==> src/rtl/surface_pos_pkg.sv <==
// surface_pos_pkg: shared types, widths and span helper for the surface window position generator
package surface_pos_pkg;
  localparam int CW = 16;
  localparam int KW = 4;
  localparam int SW = 3;
  localparam int DW = 3;
  typedef enum logic [2:0] {
    ST_IDLE,
    ST_INIT,
    ST_ISSUE,
    ST_WAIT,
    ST_OUT,
    ST_DONE
  } state_e;
  function automatic logic [CW-1:0] span(input logic [KW-1:0] k, input logic [DW-1:0] d);
    logic [7:0] p;
    p = {4'd0, k} * ({5'd0, d} + 8'd1);
    return {{(CW-8){1'b0}}, p};
  endfunction
endpackage

==> src/rtl/win_pos_cnt.sv <==
// win_pos_cnt: nested window/tap counter with incremental logical coordinates and last flags
module win_pos_cnt
  import surface_pos_pkg::*;
(
  input  logic          clk,
  input  logic          rst_n,
  input  logic          en,
  input  logic          clr,
  input  logic          adv,
  input  logic [CW-1:0] ext_j_right,
  input  logic [CW-1:0] ext_i_bottom,
  input  logic [CW-1:0] span_h,
  input  logic [CW-1:0] span_v,
  input  logic [KW-1:0] kernel_w,
  input  logic [KW-1:0] kernel_h,
  input  logic [SW-1:0] stride_h,
  input  logic [SW-1:0] stride_v,
  input  logic [DW-1:0] dilation_h,
  input  logic [DW-1:0] dilation_v,
  output logic [CW-1:0] logic_x,
  output logic [CW-1:0] logic_y,
  output logic          last_tap,
  output logic          last_win
);
  logic [CW-1:0] base_x_q, base_x_d, base_y_q, base_y_d;
  logic [CW-1:0] off_x_q, off_x_d, off_y_q, off_y_d;
  logic [KW-1:0] kx_q, kx_d, ky_q, ky_d;
  logic [CW-1:0] dil_h, dil_v, nbx, nby;
  logic          last_kx, last_ky, row_wrap, col_end;
  // next-window bounds, tap position and counter advance
  always_comb begin
    dil_h    = {{(CW-DW){1'b0}}, dilation_h} + CW'(1);
    dil_v    = {{(CW-DW){1'b0}}, dilation_v} + CW'(1);
    nbx      = base_x_q + {{(CW-SW){1'b0}}, stride_h} + CW'(1);
    nby      = base_y_q + {{(CW-SW){1'b0}}, stride_v} + CW'(1);
    row_wrap = (nbx + span_h) > ext_j_right;
    col_end  = (nby + span_v) > ext_i_bottom;
    last_kx  = kx_q == kernel_w;
    last_ky  = ky_q == kernel_h;
    last_tap = last_kx && last_ky;
    last_win = last_tap && row_wrap && col_end;
    logic_x  = base_x_q + off_x_q;
    logic_y  = base_y_q + off_y_q;
    base_x_d = base_x_q;
    base_y_d = base_y_q;
    off_x_d  = off_x_q;
    off_y_d  = off_y_q;
    kx_d     = kx_q;
    ky_d     = ky_q;
    if (clr) begin
      base_x_d = '0;
      base_y_d = '0;
      off_x_d  = '0;
      off_y_d  = '0;
      kx_d     = '0;
      ky_d     = '0;
    end else if (adv) begin
      kx_d    = last_kx ? '0 : kx_q + KW'(1);
      off_x_d = last_kx ? '0 : off_x_q + dil_h;
      if (last_kx) begin
        ky_d    = last_ky ? '0 : ky_q + KW'(1);
        off_y_d = last_ky ? '0 : off_y_q + dil_v;
      end
      if (last_tap) begin
        base_x_d = row_wrap ? '0 : nbx;
        base_y_d = row_wrap ? nby : base_y_q;
      end
    end
  end
  // counter registers, frozen while the clock enable is low
  always_ff @(posedge clk or negedge rst_n) begin
    if (!rst_n) begin
      base_x_q <= '0;
      base_y_q <= '0;
      off_x_q  <= '0;
      off_y_q  <= '0;
      kx_q     <= '0;
      ky_q     <= '0;
    end else if (en) begin
      base_x_q <= base_x_d;
      base_y_q <= base_y_d;
      off_x_q  <= off_x_d;
      off_y_q  <= off_y_d;
      kx_q     <= kx_d;
      ky_q     <= ky_d;
    end
  end
endmodule

==> src/rtl/surface_win_pos_gen.sv <==
// surface_win_pos_gen: sweeps windows and taps, issues logical positions to the converter, streams physical positions out
module surface_win_pos_gen
  import surface_pos_pkg::*;
#(
  parameter int SIM_DELAY = 1
) (
  input  logic        aclk,
  input  logic        aresetn,
  input  logic        aclken,
  input  logic [15:0] ext_j_right,
  input  logic [15:0] ext_i_bottom,
  input  logic [3:0]  kernel_w,
  input  logic [3:0]  kernel_h,
  input  logic [2:0]  stride_h,
  input  logic [2:0]  stride_v,
  input  logic [2:0]  dilation_h,
  input  logic [2:0]  dilation_v,
  input  logic        blk_start,
  output logic        blk_idle,
  output logic        blk_done,
  output logic        cvt_start,
  input  logic        cvt_idle,
  output logic [15:0] cvt_i_logic_x,
  output logic [15:0] cvt_i_logic_y,
  input  logic        cvt_done,
  input  logic [15:0] cvt_o_phy_x,
  input  logic [15:0] cvt_o_phy_y,
  input  logic        cvt_o_is_vld,
  output logic        m_pos_valid,
  input  logic        m_pos_ready,
  output logic [15:0] m_pos_phy_x,
  output logic [15:0] m_pos_phy_y,
  output logic        m_pos_is_vld,
  output logic        m_pos_last_tap,
  output logic        m_pos_last_win
);
  state_e        state_q, state_d;
  logic [CW-1:0] span_h_q, span_h_d, span_v_q, span_v_d, span_h_w, span_v_w;
  logic [CW-1:0] phy_x_q, phy_x_d, phy_y_q, phy_y_d;
  logic          is_vld_q, is_vld_d, last_tap_q, last_tap_d, last_win_q, last_win_d;
  logic          cnt_clr, cnt_adv, cnt_last_tap, cnt_last_win;
  logic          sim_delay_unused;
  assign sim_delay_unused = SIM_DELAY != 0;
  win_pos_cnt u_cnt (
    .clk         (aclk),
    .rst_n       (aresetn),
    .en          (aclken),
    .clr         (cnt_clr),
    .adv         (cnt_adv),
    .ext_j_right (ext_j_right),
    .ext_i_bottom(ext_i_bottom),
    .span_h      (span_h_q),
    .span_v      (span_v_q),
    .kernel_w    (kernel_w),
    .kernel_h    (kernel_h),
    .stride_h    (stride_h),
    .stride_v    (stride_v),
    .dilation_h  (dilation_h),
    .dilation_v  (dilation_v),
    .logic_x     (cvt_i_logic_x),
    .logic_y     (cvt_i_logic_y),
    .last_tap    (cnt_last_tap),
    .last_win    (cnt_last_win)
  );
  assign blk_idle       = state_q == ST_IDLE;
  assign blk_done       = aclken && state_q == ST_DONE;
  assign cvt_start      = aclken && state_q == ST_ISSUE && cvt_idle;
  assign m_pos_valid    = state_q == ST_OUT;
  assign m_pos_phy_x    = phy_x_q;
  assign m_pos_phy_y    = phy_y_q;
  assign m_pos_is_vld   = is_vld_q;
  assign m_pos_last_tap = last_tap_q;
  assign m_pos_last_win = last_win_q;
  // scan sequencing: span setup, converter handshake, output beat and counter advance
  always_comb begin
    span_h_w   = span(kernel_w, dilation_h);
    span_v_w   = span(kernel_h, dilation_v);
    state_d    = state_q;
    span_h_d   = span_h_q;
    span_v_d   = span_v_q;
    phy_x_d    = phy_x_q;
    phy_y_d    = phy_y_q;
    is_vld_d   = is_vld_q;
    last_tap_d = last_tap_q;
    last_win_d = last_win_q;
    cnt_clr    = 1'b0;
    cnt_adv    = 1'b0;
    case (state_q)
      ST_IDLE:  state_d = blk_start ? ST_INIT : ST_IDLE;
      ST_INIT: begin
        span_h_d = span_h_w;
        span_v_d = span_v_w;
        cnt_clr  = 1'b1;
        state_d  = (span_h_w > ext_j_right || span_v_w > ext_i_bottom) ? ST_DONE : ST_ISSUE;
      end
      ST_ISSUE: state_d = cvt_idle ? ST_WAIT : ST_ISSUE;
      ST_WAIT: if (cvt_done) begin
        phy_x_d    = cvt_o_phy_x;
        phy_y_d    = cvt_o_phy_y;
        is_vld_d   = cvt_o_is_vld;
        last_tap_d = cnt_last_tap;
        last_win_d = cnt_last_win;
        state_d    = ST_OUT;
      end
      ST_OUT: if (m_pos_ready) begin
        cnt_adv = 1'b1;
        state_d = last_win_q ? ST_DONE : ST_ISSUE;
      end
      ST_DONE:  state_d = ST_IDLE;
      default:  state_d = ST_IDLE;
    endcase
  end
  // state, span and output payload registers
  always_ff @(posedge aclk or negedge aresetn) begin
    if (!aresetn) begin
      state_q    <= ST_IDLE;
      span_h_q   <= '0;
      span_v_q   <= '0;
      phy_x_q    <= '0;
      phy_y_q    <= '0;
      is_vld_q   <= 1'b0;
      last_tap_q <= 1'b0;
      last_win_q <= 1'b0;
    end else if (aclken) begin
      state_q    <= state_d;
      span_h_q   <= span_h_d;
      span_v_q   <= span_v_d;
      phy_x_q    <= phy_x_d;
      phy_y_q    <= phy_y_d;
      is_vld_q   <= is_vld_d;
      last_tap_q <= last_tap_d;
      last_win_q <= last_win_d;
    end
  end
endmodule

==> config.mk <==
export PLATFORM = sky130hd
export DESIGN_NAME = surface_win_pos_gen
export DESIGN_NICKNAME = d
export VERILOG_FILES = /design/src/rtl/surface_pos_pkg.sv /design/src/rtl/win_pos_cnt.sv /design/src/rtl/surface_win_pos_gen.sv
export SDC_FILE = /design/constraint.sdc
export NUM_CORES = 1
export LEC_CHECK = 0
export CAP_MARGIN = 10
export CORE_MARGIN = 8
export CORE_UTILIZATION = 50
export DETAILED_ROUTE_END_ITERATION = 16
export PLACE_DENSITY = 0.75
export SYNTH_ARGS = -nofsm -noshare
export SYNTH_HDL_FRONTEND = slang
export SYNTH_SLANG_ARGS = --single-unit
==> constraint.sdc <==
create_clock -name aclk -period 8.4 [get_ports aclk]
set_input_delay 0.84 -clock aclk [delete_from_list [all_inputs] [get_ports aclk]]
set_output_delay 0.84 -clock aclk [all_outputs]
set_load 0.01 [all_outputs]
==> reports/results.ini <==
[floorplan]
die_x_um=163.8
dieArea_um2=26820
num_io_pins=163
start_util_pct=50.50
fp.dieH_um=163.8
core_um2=21620
num_rows=54

[timing]
fin_tns_setup_ns=0
fin_crit_sh_pct=83.03
hold_viol=0
rsz0062_at_grt=no
setup_viol=0
clock_skew_ns=0.01289
fmax_ghz=0.1434
slew_headroom_pct=28.05
finalMaxSlewViolations=0
setup_slack_ns=1.425
fin_crit_ns=6.975
worst_slew_pin_slew_ns=1.079

[setup_path]
start_kind=primary input
cp_cell_sequence=clkdlybuf4s50_1, inv_1, ha_1, fa_1, nor2b_1, or2_2, nand2_1, and2_1, or2_2, ha_1, a21o_1, a21oi_1, o21ai_0, o311ai_0, nor4b_1, xnor2_1, ha_1, nand4_1, inv_1, a221o_1, o31ai_1, o311ai_0, a31o_2
crit_fanout=8
slowest_delay_ns=0.83
worst_ep_required_time_ns=8.70
reg2regPathDepth=22
worstPathArrival_ns=7.28
cp_common_cell=ha_1
endpoint_kind=flip-flop
cp_slowest_cell=o31ai_1
crit_type=in -> reg

[synthesis]
synth_top_cell_by_area=dfrtp_1
yosysWarnings=0
syn_inst=1236
async_reset_ff_share_pct=100.0
synthFlopType=dfrtp_1
synth.distinct_cells=62
synth_area_leaders=dfrtp_1 (29%), ha_1 (16%), xnor2_1 (6.2%)
avgSynthCellArea_um2=8.834
syn-cell-area_um2=10920
yosysSeqAreaShare_pct=28.88
synth-seq-cells=126
syn-num-nets=1480
synth_edf_count=0
synth_top_area_share_pct=28.88

[global_route]
antenna_found_initial=1
gr-total-overflow=0
grt_pass1_vias=9543
grt_pass1_wl_um=47910
gr-usage-all-layers_pct=21.96
grt_max_degree=82

[cts]
clock-root-buffer=clkbuf_16
ctsResizeCount=0
clk_pin_slew_worst_paths_ns=0.07
cts_max_level=4
cts_tree=built
cts_hold_buf=0
numCtsBuffers=17
cts_buffer_depth=2
cts_setup_buffers=0
clkSinkCount=126
clock_latency_ns=0.42

[place]
gp_congestion=0.9036
preCtsSetupSlack_ns=1.069
portBuffers=162
place.detailed.hpwl_um=22990

[flow_run]
cap_violations=0

[route]
vias_per_cell=5.748
routed_wl_um=29400
wl_per_cell_um=17.38
drc=0
route.antenna.remaining_nets=0
dr.pass1.iters=5
drt_iter0_markers=727
vias=9725

[final_layout]
syn_to_final_growth_pct=22.63
final_common_cell=clkdlybuf4s50_1
drive_gt1_share_pct=7.016
fin_nets=1642
most-common-layout-cells=clkdlybuf4s50_1 (161), ha_1 (136), dfrtp_1 (126), nand2_1 (118), inv_1 (107)

[outcome]
status=finished clean

[pwr]
leakagePower_nw=6.358
power.density_nw_per_um2=219.2
peakVddDrop_uv=192.7

[worst_hold_path]
hp-class=in -> async

## per-layer routing
layer | GRT usage, % | routed length [um] | vias to the layer above
li1 | - | - | 4734
met2 | 35.65 | 13550 | 317
met1 | 27.45 | 12780 | 4639
met5 | 0 | 0 | -
met3 | 6.967 | 2610 | 35
met4 | 6.694 | 465 | 0
## cell type report
type,instances,area [um^2]
antenna,1,2.502
clock buffer,18,439.2
clock inverter,14,108.9
fill,1896,8230
inverter,107,401.6
multi-input combinational,973,7233
sequential,126,3153
tap,280,350.3
timing repair buffer,173,1702
## where the power goes
part | total, mW | switching [mW] | internal (mW) | leakage (nW)
clock | 0.687 | 0.298 | 0.389 | 0.267
sequential | 0.889 | 0.128 | 0.761 | 1.64
combinational | 1.36 | 0.666 | 0.693 | 4.45
total | 2.93 | 1.09 | 1.84 | 6.36
## registers in the layout, indices dropped and copies added (netlist names)
signal          flops
m_pos_phy_x        16
m_pos_phy_y        16
u_cnt.base_x_q     16
u_cnt.base_y_q     16
u_cnt.off_x_q      16
u_cnt.off_y_q      16
span_h_q            8
span_v_q            8
u_cnt.kx_q          4
u_cnt.ky_q          4
state_q             3
m_pos_is_vld        1
m_pos_last_tap      1
m_pos_last_win      1
## cell families (layout without fill, tap and decap cells)
| family | after synthesis | in the layout | synth area share [%] |
|---|---|---|---|
| compound gates | 282 | 282 | 17.03 |
| xor+xnor | 106 | 106 | 8.502 |
| fa+ha+maj | 152 | 152 | 18.52 |
| buf+inv | 137 | 312 | 4.881 |
| flops | 126 | 126 | 28.88 |
| mux | 40 | 40 | 4.091 |
| other cells | 0 | 1 | 0 |
| simple gates | 393 | 393 | 18.10 |
## cell usage after synthesis, types with 4 or more instances
cell type,count
and3_1,16
nor2_1,68
and2_1,23
nand4_1,21
o2111ai_1,6
nand3_1,37
a21oi_1,63
o21a_1,11
a31oi_1,9
nor4b_1,4
or2_2,9
nor4_1,8
nor3_1,23
o21bai_1,9
a211oi_1,11
o311ai_0,4
a22o_1,12
nand2b_1,10
inv_1,107
a2111oi_0,4
clkbuf_1,23
nor3b_1,5
o22ai_1,5
a21o_1,28
o21ai_0,65
xnor2_1,77
or4_1,5
or3_1,9
fa_1,16
xor2_1,29
mux2_2,37
a211o_1,5
o31ai_1,11
nand2_1,118
dfrtp_1,126
ha_1,136
o211ai_1,12
nor2b_1,29
## path summary, 6_finish.rpt
| path | startpoint | endpoint | slack, ns |
|---|---|---|---|
| max in group asynchronous | aresetn | u_cnt.off_y_q[3] | 6.48 |
| max reg2reg | u_cnt.base_x_q[0] | u_cnt.base_y_q[3] | 1.96 |
| max | stride_h[0] | u_cnt.base_y_q[3] | 1.43 |
| min in group aclk | span_v_q[6] | span_v_q[6] | 0.48 |
| min reg2reg | span_v_q[6] | span_v_q[6] | 0.48 |
| min | aresetn | m_pos_phy_x[1] | 0.41 |
## critical path, delay by kind of cell
| family | cells | cell delay [ns] |
|---|---|---|
| adders and majority gates | 4 | 1.26 |
| buffers and inverters | 3 | 0.58 |
| and+or+nand+nor | 7 | 1.27 |
| xor gates and xnor gates | 1 | 0.18 |
| AOI/OAI and AO/OA | 8 | 3.12 |
## per-stage QoR
step / utilization, % / hold WS [ns] / power, mW / instance area [um^2] / cells
5_1_grt: 61.92 / 0.4616 / 3.150 / 13390 / 1691
4_1_cts: 61.92 / 0.4270 / 2.953 / 13390 / 1691
3_3_place_gp: 59.39 / 0.4690 / 2.218 / 12840 / 1659
3_5_place_dp: 59.39 / 0.4715 / 2.250 / 12840 / 1659
6_report: 61.93 / 0.4103 / 2.935 / 13390 / 1692
2_1_floorplan: - / 0.4523 / 1.731 / 10920 / 1236
No activity file was read; power rests on OpenSTA's default activity.
==> RTL edit: new RTL, same settings <==
Re-encode `state_e` (6 states) as Gray code, 3 bits wide.
--- a/src/rtl/surface_pos_pkg.sv
+++ b/src/rtl/surface_pos_pkg.sv
@@ -6,10 +6,10 @@
   localparam int DW = 3;
   typedef enum logic [2:0] {
-    ST_IDLE,
-    ST_INIT,
-    ST_ISSUE,
-    ST_WAIT,
-    ST_OUT,
-    ST_DONE
+    ST_IDLE  = 3'b000,
+    ST_INIT  = 3'b001,
+    ST_ISSUE = 3'b011,
+    ST_WAIT  = 3'b010,
+    ST_OUT   = 3'b110,
+    ST_DONE  = 3'b111
   } state_e;
   function automatic logic [CW-1:0] span(input logic [KW-1:0] k, input logic [DW-1:0] d);
Behaviour: no difference found for any inputs over 4 cycles, from zero or initial values and one cycle with aresetn low; so few cycles prove little.
==> RTL edit against the original RTL <==
Area after synthesis is 0.39% lower. Routed wire length is 0.95% lower. Power is 3.4% higher. Hold slack better by 0.036 ns. Sequential share of layout area hardly changed. Sequential cell count stayed put. First-iteration DRC count is 16% lower. Worst setup slack better by 1.0 ns. Cell area is 0.21% lower. Critical path type unchanged.
==> RTL edit: results (changes against the original RTL) <==
- The estimated wirelength of the detail-placed design is 23200 µm (was 23000 µm).
- The peak supply drop was 0.000115 V (was 0.000193 V).
- The post-place instance area is 12800 µm² (about the same).
* Synthesized-area fraction occupied by adder cells: 18.8% (was 18.5%)
- Fraction of final layout cells sized beyond drive strength 1: 7.71% (was 7.02%)
* Synth Area in XOR/XNOR: 9.42% (was 8.50%)
- The met3 track demand over resource in global routing was 3.70% (was 6.97%).
- Result of the run: complete, no violations (unchanged)
* Antenna diodes: 0 (was 1)
- Placer congestion estimate: 0.938 (was 0.904)
* Routed wl met3: 1700 µm (was 2610 µm)
- The combined global-route utilization of all metal layers is 21.9% (was 22.0%).
- Detail-routed via count per cell: 5.73 (was 5.75)
- The share of synthesized area occupied by flip-flops and latches was 29.0% (was 28.9%).
* Final-layout fill cell count: 1851 (was 1896)
* Synth cell types: 71 (was 62)
* Detailed-route wire length on metal 1: 12700 µm (was 12800 µm)
- The static leakage came to 0.00637 µW (was 0.00636 µW).
- Complex-gate fraction of the synthesized area: 16.2% (was 17.0%)
- The setup slack of the worst register-to-register path was 2.85 ns (was 1.96 ns).
* Worst hold-check slack: 0.446 ns (was 0.410 ns)
- Synth Instances: 1191 (was 1236)
- The critical register-to-register path endpoint was u_cnt.base_y_q[5] (was u_cnt.base_y_q[3]).
* Commonest cells in the synthesized netlist: ha_1, dfrtp_1, inv_1 (was ha_1, dfrtp_1, nand2_1)
* Worst endpoint data arrival time: 6.30 ns (was 7.28 ns)
RTL edit: power groups by stage:
| stage | clock network [µW] | registers, µW | logic [µW] |
|---|---|---|---|
| global route | 780 | 925 | 1540 |
| floorplan | 0 | 904 | 829 |
| global placement | 0 | 900 | 1350 |
| CTS | 756 | 898 | 1400 |
| detailed placement | 0 | 907 | 1390 |
| finish | 745 | 901 | 1390 |
RTL edit: how the worst max path moves through the flow:
stage / start / endpoint / cells after the start
after floorplan: stride_h[0] / u_cnt.base_y_q[11] / 23
after global placement: stride_h[0] / u_cnt.base_y_q[5] / 23
after detailed placement: stride_h[0] / u_cnt.base_y_q[13] / 23
after CTS: stride_h[0] / u_cnt.base_y_q[13] / 23
after global routing: stride_h[0] / u_cnt.base_y_q[13] / 23
final: stride_h[0] / u_cnt.base_y_q[5] / 23
RTL edit: cells by family (layout without fill, tap and decap cells):
kind of cell	Yosys count	after routing
multiplexers	51	51
adder cells (fa/ha/maj)	154	154
flip-flops	126	126
AND/OR/NAND/NOR	342	342
XOR/XNOR	117	117
buffers and inverters	134	304
AO/OA/AOI/OAI	267	267
RTL edit: final cells by class:
cell class	instances	area, µm²	area share, %
clock buffers	18	439	3.29
well taps	280	350	2.62
flip-flops and latches	126	3150	23.6
multi-input cells	931	7210	53.9
clock inverters	14	160	1.20
inverters	104	390	2.92
repair buffers	168	1660	12.5
RTL edit: critical path: cells and delay by family:
| kind | cells | cell delay [ns] |
|---|---|---|
| AND/OR/NAND/NOR | 5 | 1.43 |
| buffers and inverters | 3 | 0.52 |
| AO/OA/AOI/OAI | 9 | 2.08 |
| XOR/XNOR | 2 | 0.21 |
| adder cells (fa/ha/maj) | 4 | 1.19 |
